==> config.mk <==
export PLATFORM = sky130hd
export DESIGN_NAME = pp_fifo_pixel_reader
export DESIGN_NICKNAME = d
export VERILOG_FILES = /design/src/rtl/pp_reader_pkg.sv /design/src/rtl/pp_fifo_pixel_reader_skid.sv /design/src/rtl/pp_fifo_pixel_reader.sv
export SDC_FILE = /design/constraint.sdc
export NUM_CORES = 1
export LEC_CHECK = 0
export BUFFER_PORTS_ARGS = -buffer_cell sky130_fd_sc_hd__clkbuf_2
export CORE_ASPECT_RATIO = 0.9
export CORE_MARGIN = 10
export CORE_UTILIZATION = 52
export DETAILED_ROUTE_END_ITERATION = 16
export PLACE_DENSITY = 0.72
export SYNTH_ARGS = -nofsm -noshare
export SYNTH_HDL_FRONTEND = slang
export SYNTH_HIERARCHICAL = 1
export SYNTH_SLANG_ARGS = --single-unit
==> constraint.sdc <==
create_clock -name clk -period 12.45 [get_ports clk]
set_clock_uncertainty 0.1 [all_clocks]
set_input_delay 2.49 -clock clk [delete_from_list [all_inputs] [get_ports clk]]
set_output_delay 2.49 -clock clk [all_outputs]
set_load 0.02 [all_outputs]
==> src/rtl/pp_reader_pkg.sv <==
// pp_reader_pkg: shared types for the ping-pong FIFO pixel reader.
//   state_t        reader FSM states (fixed encodings kept from the legacy localparams)
//   rgb565_t       camera pixel as stored in the line FIFOs
//   rgb888_t       expanded pixel presented to consumers
//   marker_t       line/frame markers that travel with each pixel
//   rgb565_to_888  bit-replicating colour expansion
package pp_reader_pkg;

  typedef enum logic [1:0] {
    ST_IDLE  = 2'd0,
    ST_READ  = 2'd1,
    ST_DRAIN = 2'd2
  } state_t;

  typedef struct packed {
    logic [4:0] r;
    logic [5:0] g;
    logic [4:0] b;
  } rgb565_t;

  typedef struct packed {
    logic [7:0] r;
    logic [7:0] g;
    logic [7:0] b;
  } rgb888_t;

  typedef struct packed {
    logic sol;
    logic eol;
    logic sof;
    logic eof;
  } marker_t;

  // Replicating the top bits into the new LSBs maps full scale to 8'hFF.
  function automatic rgb888_t rgb565_to_888(input rgb565_t p);
    rgb888_t q;
    q.r = {p.r, p.r[4:2]};
    q.g = {p.g, p.g[5:4]};
    q.b = {p.b, p.b[4:2]};
    return q;
  endfunction

endpackage

==> src/rtl/pp_fifo_pixel_reader_skid.sv <==
// pp_skid_buf: 2-entry valid/ready buffer.
//   clk, rst      clock, asynchronous active-high reset
//   flush         empties the buffer (takes priority over push/pop)
//   in_data/vld   write side; writer guarantees space (credit-based)
//   out_data/vld  head entry; out_rdy pops it
//   occupancy     number of stored entries (0..2)
module pp_skid_buf #(
  parameter int W = 28
) (
  input  logic         clk,
  input  logic         rst,
  input  logic         flush,
  input  logic [W-1:0] in_data,
  input  logic         in_vld,
  output logic [W-1:0] out_data,
  output logic         out_vld,
  input  logic         out_rdy,
  output logic [1:0]   occupancy
);

  logic [W-1:0] head, tail;
  logic [1:0]   cnt;
  logic         pop;

  assign pop       = out_vld && out_rdy;
  assign out_vld   = (cnt != 2'd0);
  assign out_data  = head;
  assign occupancy = cnt;

  always_ff @(posedge clk or posedge rst) begin
    if (rst) begin
      head <= '0;
      tail <= '0;
      cnt  <= '0;
    end else if (flush) begin
      cnt <= '0;
    end else begin
      case ({in_vld, pop})
        2'b10: begin
          if (cnt == 2'd0) head <= in_data;
          else             tail <= in_data;
          cnt <= cnt + 2'd1;
        end
        2'b01: begin
          head <= tail;
          cnt  <= cnt - 2'd1;
        end
        2'b11: begin
          if (cnt == 2'd1) begin
            head <= in_data;
          end else begin
            head <= tail;
            tail <= in_data;
          end
        end
        default: ;
      endcase
    end
  end

endmodule

==> src/rtl/pp_fifo_pixel_reader.sv <==
// pp_fifo_pixel_reader: drains the even/odd line FIFOs (fifo1/fifo2) in strict
// alternation, expands RGB565 to RGB888 and emits a valid/ready pixel stream
// with sol/eol/sof/eof markers.
//   clk, rst                     clock, asynchronous active-high reset
//   i_frame_sync                 frame start pulse (resync when not idle)
//   i_fifo1_empty/i_fifo2_empty  FIFO empty flags
//   o_fifo1_rd_en/o_fifo2_rd_en  FIFO read strobes (1-cycle read latency)
//   i_fifo_rd_data/i_fifo_rd_vld read response of the strobed FIFO
//   o_pix/o_pix_vld/i_pix_rdy    RGB888 output stream
//   o_sol/o_eol/o_sof/o_eof      markers, qualified by o_pix_vld
//   o_fifo_sel                   0 = draining fifo1, 1 = fifo2
// Optional: define PP_READER_STAT_EN to add o_underrun_cnt / o_frame_cnt.
module pp_fifo_pixel_reader
  import pp_reader_pkg::*;
#(
  parameter int LINE_PIX    = 800,
  parameter int FRAME_LINES = 480
) (
  input  logic        clk,
  input  logic        rst,
  input  logic        i_frame_sync,
  input  logic        i_fifo1_empty,
  input  logic        i_fifo2_empty,
  output logic        o_fifo1_rd_en,
  output logic        o_fifo2_rd_en,
  input  logic [15:0] i_fifo_rd_data,
  input  logic        i_fifo_rd_vld,
  output logic [23:0] o_pix,
  output logic        o_pix_vld,
  input  logic        i_pix_rdy,
  output logic        o_sol,
  output logic        o_eol,
  output logic        o_sof,
  output logic        o_eof,
  output logic        o_fifo_sel
`ifdef PP_READER_STAT_EN
  ,
  output logic [15:0] o_underrun_cnt,
  output logic [15:0] o_frame_cnt
`endif
);

  localparam int CW = $clog2(LINE_PIX);
  localparam int LW = $clog2(FRAME_LINES);

  state_t        state;
  logic          fifo_sel;
  logic [CW-1:0] rd_cnt;    // reads issued in current line
  logic [CW-1:0] col;       // responses received in current line
  logic [LW-1:0] line;
  logic [1:0]    inflight;  // reads whose data has not yet returned
  logic [1:0]    discard;   // stale responses still owed after a resync
  logic [1:0]    occ;

  logic          resync, sel_empty, pop, rd_issue, resp_ok, resp_drop;
  logic          last_rd, last_col, last_line;
  logic [2:0]    used;
  logic [1:0]    inflight_nxt;
  marker_t       mk;
  logic [27:0]   buf_in, buf_out;

  assign resync    = i_frame_sync && (state != ST_IDLE);
  assign sel_empty = fifo_sel ? i_fifo2_empty : i_fifo1_empty;
  assign pop       = o_pix_vld && i_pix_rdy;
  // A pop this cycle frees a slot in time for the read issued now.
  assign used      = {1'b0, occ} + {1'b0, inflight} - {2'b00, pop};
  assign rd_issue  = (state == ST_READ) && !resync && !sel_empty && (used < 3'd2);

  assign o_fifo1_rd_en = rd_issue && !fifo_sel;
  assign o_fifo2_rd_en = rd_issue &&  fifo_sel;
  assign o_fifo_sel    = fifo_sel;

  assign resp_drop    = i_fifo_rd_vld && (discard != 2'd0);
  assign resp_ok      = i_fifo_rd_vld && (discard == 2'd0) && (inflight != 2'd0);
  assign inflight_nxt = inflight + {1'b0, rd_issue} - {1'b0, resp_ok};

  assign last_rd   = (rd_cnt == CW'(LINE_PIX - 1));
  assign last_col  = (col == CW'(LINE_PIX - 1));
  assign last_line = (line == LW'(FRAME_LINES - 1));

  always_comb begin
    mk     = '0;
    mk.sol = (col == '0);
    mk.eol = last_col;
    mk.sof = (line == '0) && (col == '0);
    mk.eof = last_line && last_col;
  end

  assign buf_in = {mk, rgb565_to_888(i_fifo_rd_data)};

  pp_skid_buf #(.W(28)) u_skid (
    .clk       (clk),
    .rst       (rst),
    .flush     (resync),
    .in_data   (buf_in),
    .in_vld    (resp_ok),
    .out_data  (buf_out),
    .out_vld   (o_pix_vld),
    .out_rdy   (i_pix_rdy),
    .occupancy (occ)
  );

  assign o_pix = buf_out[23:0];
  assign o_sol = buf_out[27];
  assign o_eol = buf_out[26];
  assign o_sof = buf_out[25];
  assign o_eof = buf_out[24];

  always_ff @(posedge clk or posedge rst) begin
    if (rst) begin
      state    <= ST_IDLE;
      fifo_sel <= 1'b0;
      rd_cnt   <= '0;
      col      <= '0;
      line     <= '0;
      inflight <= '0;
      discard  <= '0;
    end else if (i_frame_sync) begin
      state    <= ST_READ;
      fifo_sel <= 1'b0;
      rd_cnt   <= '0;
      col      <= '0;
      line     <= '0;
      inflight <= '0;
      // Reads still outstanding at the resync are owed back and dropped on arrival.
      discard  <= discard + inflight - {1'b0, resp_drop} - {1'b0, resp_ok};
    end else begin
      inflight <= inflight_nxt;
      if (resp_drop) discard <= discard - 2'd1;
      if (resp_ok)   col     <= last_col ? '0 : col + CW'(1);
      case (state)
        ST_READ: begin
          if (rd_issue) begin
            rd_cnt <= last_rd ? '0 : rd_cnt + CW'(1);
            if (last_rd) state <= ST_DRAIN;
          end
        end
        ST_DRAIN: begin
          if (inflight_nxt == 2'd0) begin
            if (last_line) begin
              state    <= ST_IDLE;
              fifo_sel <= 1'b0;
              line     <= '0;
            end else begin
              state    <= ST_READ;
              fifo_sel <= ~fifo_sel;
              line     <= line + LW'(1);
            end
          end
        end
        default: state <= ST_IDLE;
      endcase
    end
  end

`ifdef PP_READER_STAT_EN
  always_ff @(posedge clk or posedge rst) begin
    if (rst) begin
      o_underrun_cnt <= '0;
      o_frame_cnt    <= '0;
    end else begin
      if ((state == ST_READ) && sel_empty && (o_underrun_cnt != '1))
        o_underrun_cnt <= o_underrun_cnt + 16'd1;
      if (!i_frame_sync && (state == ST_DRAIN) && (inflight_nxt == 2'd0) && last_line)
        o_frame_cnt <= o_frame_cnt + 16'd1;
    end
  end
`else
  // statistics counters not built
`endif

endmodule

==> results.md <==
- Nets: 585
- Largest family of logic cells by synthesized area: compound AO/OA/AOI/OAI gates
- Synthesis-stage register bit count: 94
- WP data arrival: 4.32 ns
- Post-CTS setup buffer count: 0
- CTS tree: done
- Setup ws final: 5.539 ns
- DRC viols: 0
- Startpoint Class: input port
- Primary FF master, synth: dfrtp_1
- Initial core utilization: 0.5411
- Synth Warn #: 6
- CTS resizes: 0
- DRT Pass-1 Iters: 5
- Compound-cell area share of the yosys netlist: 0.1618
- Crit Path Max Fanout: 5
- Filler cell count: 787
- Mapped Cells: 502
- Maximum vdd drop: 0.08515 mV
- Largest net degree at the start of global routing: 59
- Dpl ws: 5.540 ns
- Setup TNS: 0 ns
- Hold Path Class: reg -> reg
- WL final: 11.24 mm
- Slew Limit Fails: 0
- Critical Path End Type: output pin
- Fmax achieved: 144.7 MHz
- Global placement routability congestion: 0.8413
- Adder-cell area share of the yosys netlist: 0.05376
- Core ar.: 9290 µm²
- Dpl hpwl: 7.475 mm
- Actual slew at the worst max-slew pin: 1.069 ns
- PD cells: 187.5 nW/µm²
- Worst Path Required: 9.86 ns
- Post-synthesis mux area share: 0.07168
- Post-synth EDFFs: 0
- Sequential group share of total power: 0.426
- Std cell rows: 33
- Wire per inst: 16.77 µm
- Max cap viols: 0
- DRT antenna net count: 0
- Clock Pin Slew Worst Setup and Hold Paths: 0.09 ns
- Min cycle time layout: 6.911 ns
- Final period util: 0.5551
- P_leak: 2.397 nW
- Chip width: 123.6 µm
- Hold Buf Count CTS: 0
- Commonest non-fill, non-tap cells in the layout: dfrtp_1 (94), clkbuf_2 (54), a21oi_1 (46)
- XOR/XNOR Fraction of Synth Area: 0.03708
- Initial antenna violation count: 0
- Vias: 3965
- Seq/Total Area, Yosys: 0.4679
- Switching power: 0.4158 mW
- Number of I/O port buffers: 54
- Vias in the first global route: 3950
- CTS sink cnt: 94
- Share of cells above drive strength 1: 0.1989
- Full die area: 14010 µm²
- 1st-iter DRT viols: 409
- Crit path kind: in -> out
- Commonest non-fill, non-tap cell in the layout: dfrtp_1
- Power share of the clock group: 0.196
- Syn_area_per_cell: 10.01 µm²
- Longest Clk Path Bufs: 2
- Gr usage total: 0.1641
- Post-synth ARST share: 1.000
- Comb pwr share: 0.378
- H-tree Lvls: 3
- Num ports: 55
- Worst skew pair latency: 0.37 ns
- Syn Nets: 544
- Global-route wire length before repair: 19.05 mm
- CTS Buf Count: 9
- Synth Cell Area: 5027 µm²
- Die Y: 113.3 µm
- FF+latch area: 2352 µm²
- Switching Share: 0.4017
- Post-synthesis cell type count: 58
- R2R setup slack: 7.83 ns
- Simple-gate share of the synthesized area: 0.1543
- GRT Residual Overflow: 0
- Inserted Diodes: 0
- Area added between synthesis and finish: 9.831%
- Status: completed
- Root buffer cell: clkbuf_8
- Setup violators final: 0
- Slew headroom: 0.2873
- Final hold violations: 0
- Drt via density: 5.918
- RSZ-0062 raised after global routing: false
- Multi-input gate area: 2409 µm²
- Power Internal: 0.6193 mW
-- power groups by stage --
| stage | Sequential, mW | Combinational [mW] | Clock, mW |
|---|---|---|---|
| floorplan | 0.492 | 0.240 | 0 |
| global placement | 0.442 | 0.384 | 0 |
| detailed placement | 0.447 | 0.396 | 0 |
| CTS | 0.441 | 0.396 | 0.208 |
| global route | 0.451 | 0.436 | 0.221 |
| finish | 0.441 | 0.392 | 0.202 |
-- synthesized netlist by cell type (4+ instances only) --
cell | number | share of area
clkbuf_1 | 9 | 0.0067
a21oi_1 | 46 | 0.046
nor2_1 | 17 | 0.013
xnor2_1 | 7 | 0.012
o31ai_1 | 7 | 0.010
buf_2 | 11 | 0.011
nor3_1 | 6 | 0.0060
nand4_1 | 8 | 0.010
dfrtp_1 | 94 | 0.47
buf_6 | 4 | 0.0090
xor2_1 | 9 | 0.016
a31oi_1 | 33 | 0.041
ha_1 | 16 | 0.040
or4_1 | 7 | 0.010
nand2b_1 | 4 | 0.0050
o21ai_1 | 5 | 0.0050
or3_1 | 6 | 0.0075
nand3_1 | 42 | 0.042
nor2b_1 | 6 | 0.0075
nand2_1 | 23 | 0.017
o21ai_0 | 33 | 0.033
mux2_2 | 26 | 0.058
inv_1 | 30 | 0.022
-- final cells by class --
class | instances | area share
multi-input combinational | 350 | 0.4362
sequential | 94 | 0.4260
timing repair buffer | 57 | 0.05303
clock inverter | 7 | 0.01360
inverter | 31 | 0.02107
clock buffer | 9 | 0.02243
tap | 122 | 0.02765
-- metrics by stage --
step	hold WS, ns	instances	utilization	power (mW)	cell area, µm²
3_3_place_gp	0.3748	654	0.5729	0.8258	5323
6_report	0.4130	670	0.5943	1.035	5522
5_1_grt	0.4221	670	0.5943	1.108	5522
4_1_cts	0.4162	670	0.5943	1.045	5522
2_1_floorplan	0.3638	502	-	0.7312	5027
3_5_place_dp	0.3926	654	0.5729	0.8425	5323
-- worst paths after layout --
kind | start | endpoint | cells after the start
worst max-delay path | i_pix_rdy | o_fifo2_rd_en | 9
worst min-delay path | u_skid/tail[17] | u_skid/tail[17] | 1
worst max register to register | u_skid/occupancy[1] | line[6] | 16
worst min register to register | u_skid/tail[17] | u_skid/tail[17] | 1
max in group asynchronous | rst | u_skid/occupancy[0] | 3
min in group asynchronous | rst | col[5] | 3
-- registers in the layout (all words and copies together) (netlist names) --
register,cells
line,9
inflight,2
o_fifo_sel,1
state,2
col,10
discard,2
u_skid/tail,28
rd_cnt,10
u_skid/out_data,28
u_skid/occupancy,2
-- layer usage --
metal	GRT usage	vias to the layer above	share of wire
met3	0.03280	4	0.055
li1	-	1914	-
met5	0	-	0
met4	0.03801	0	0.0066
met2	0.2729	97	0.49
met1	0.2138	1950	0.45
-- cells by family (layout without fill, tap and decap cells) --
family / Yosys count / count (layout)
and+or+nand+nor: 141 / 141
DFF: 94 / 94
xor gates and xnor gates: 18 / 18
adders and majority gates: 20 / 20
AOI/OAI and AO/OA: 139 / 139
buffers and inverters: 58 / 104
muxes: 32 / 32
-- worst max-delay path: stages --
cell and delay (ns):
clkbuf_2 0.11, and2_1 0.15, ha_1 0.26, nand2b_1 0.15, fa_1 0.48, and2_1 0.16
nand3_1 0.11, nor3b_1 0.20, clkbuf_2 0.20
Note: power is estimated with default switching activity, not from simulation.
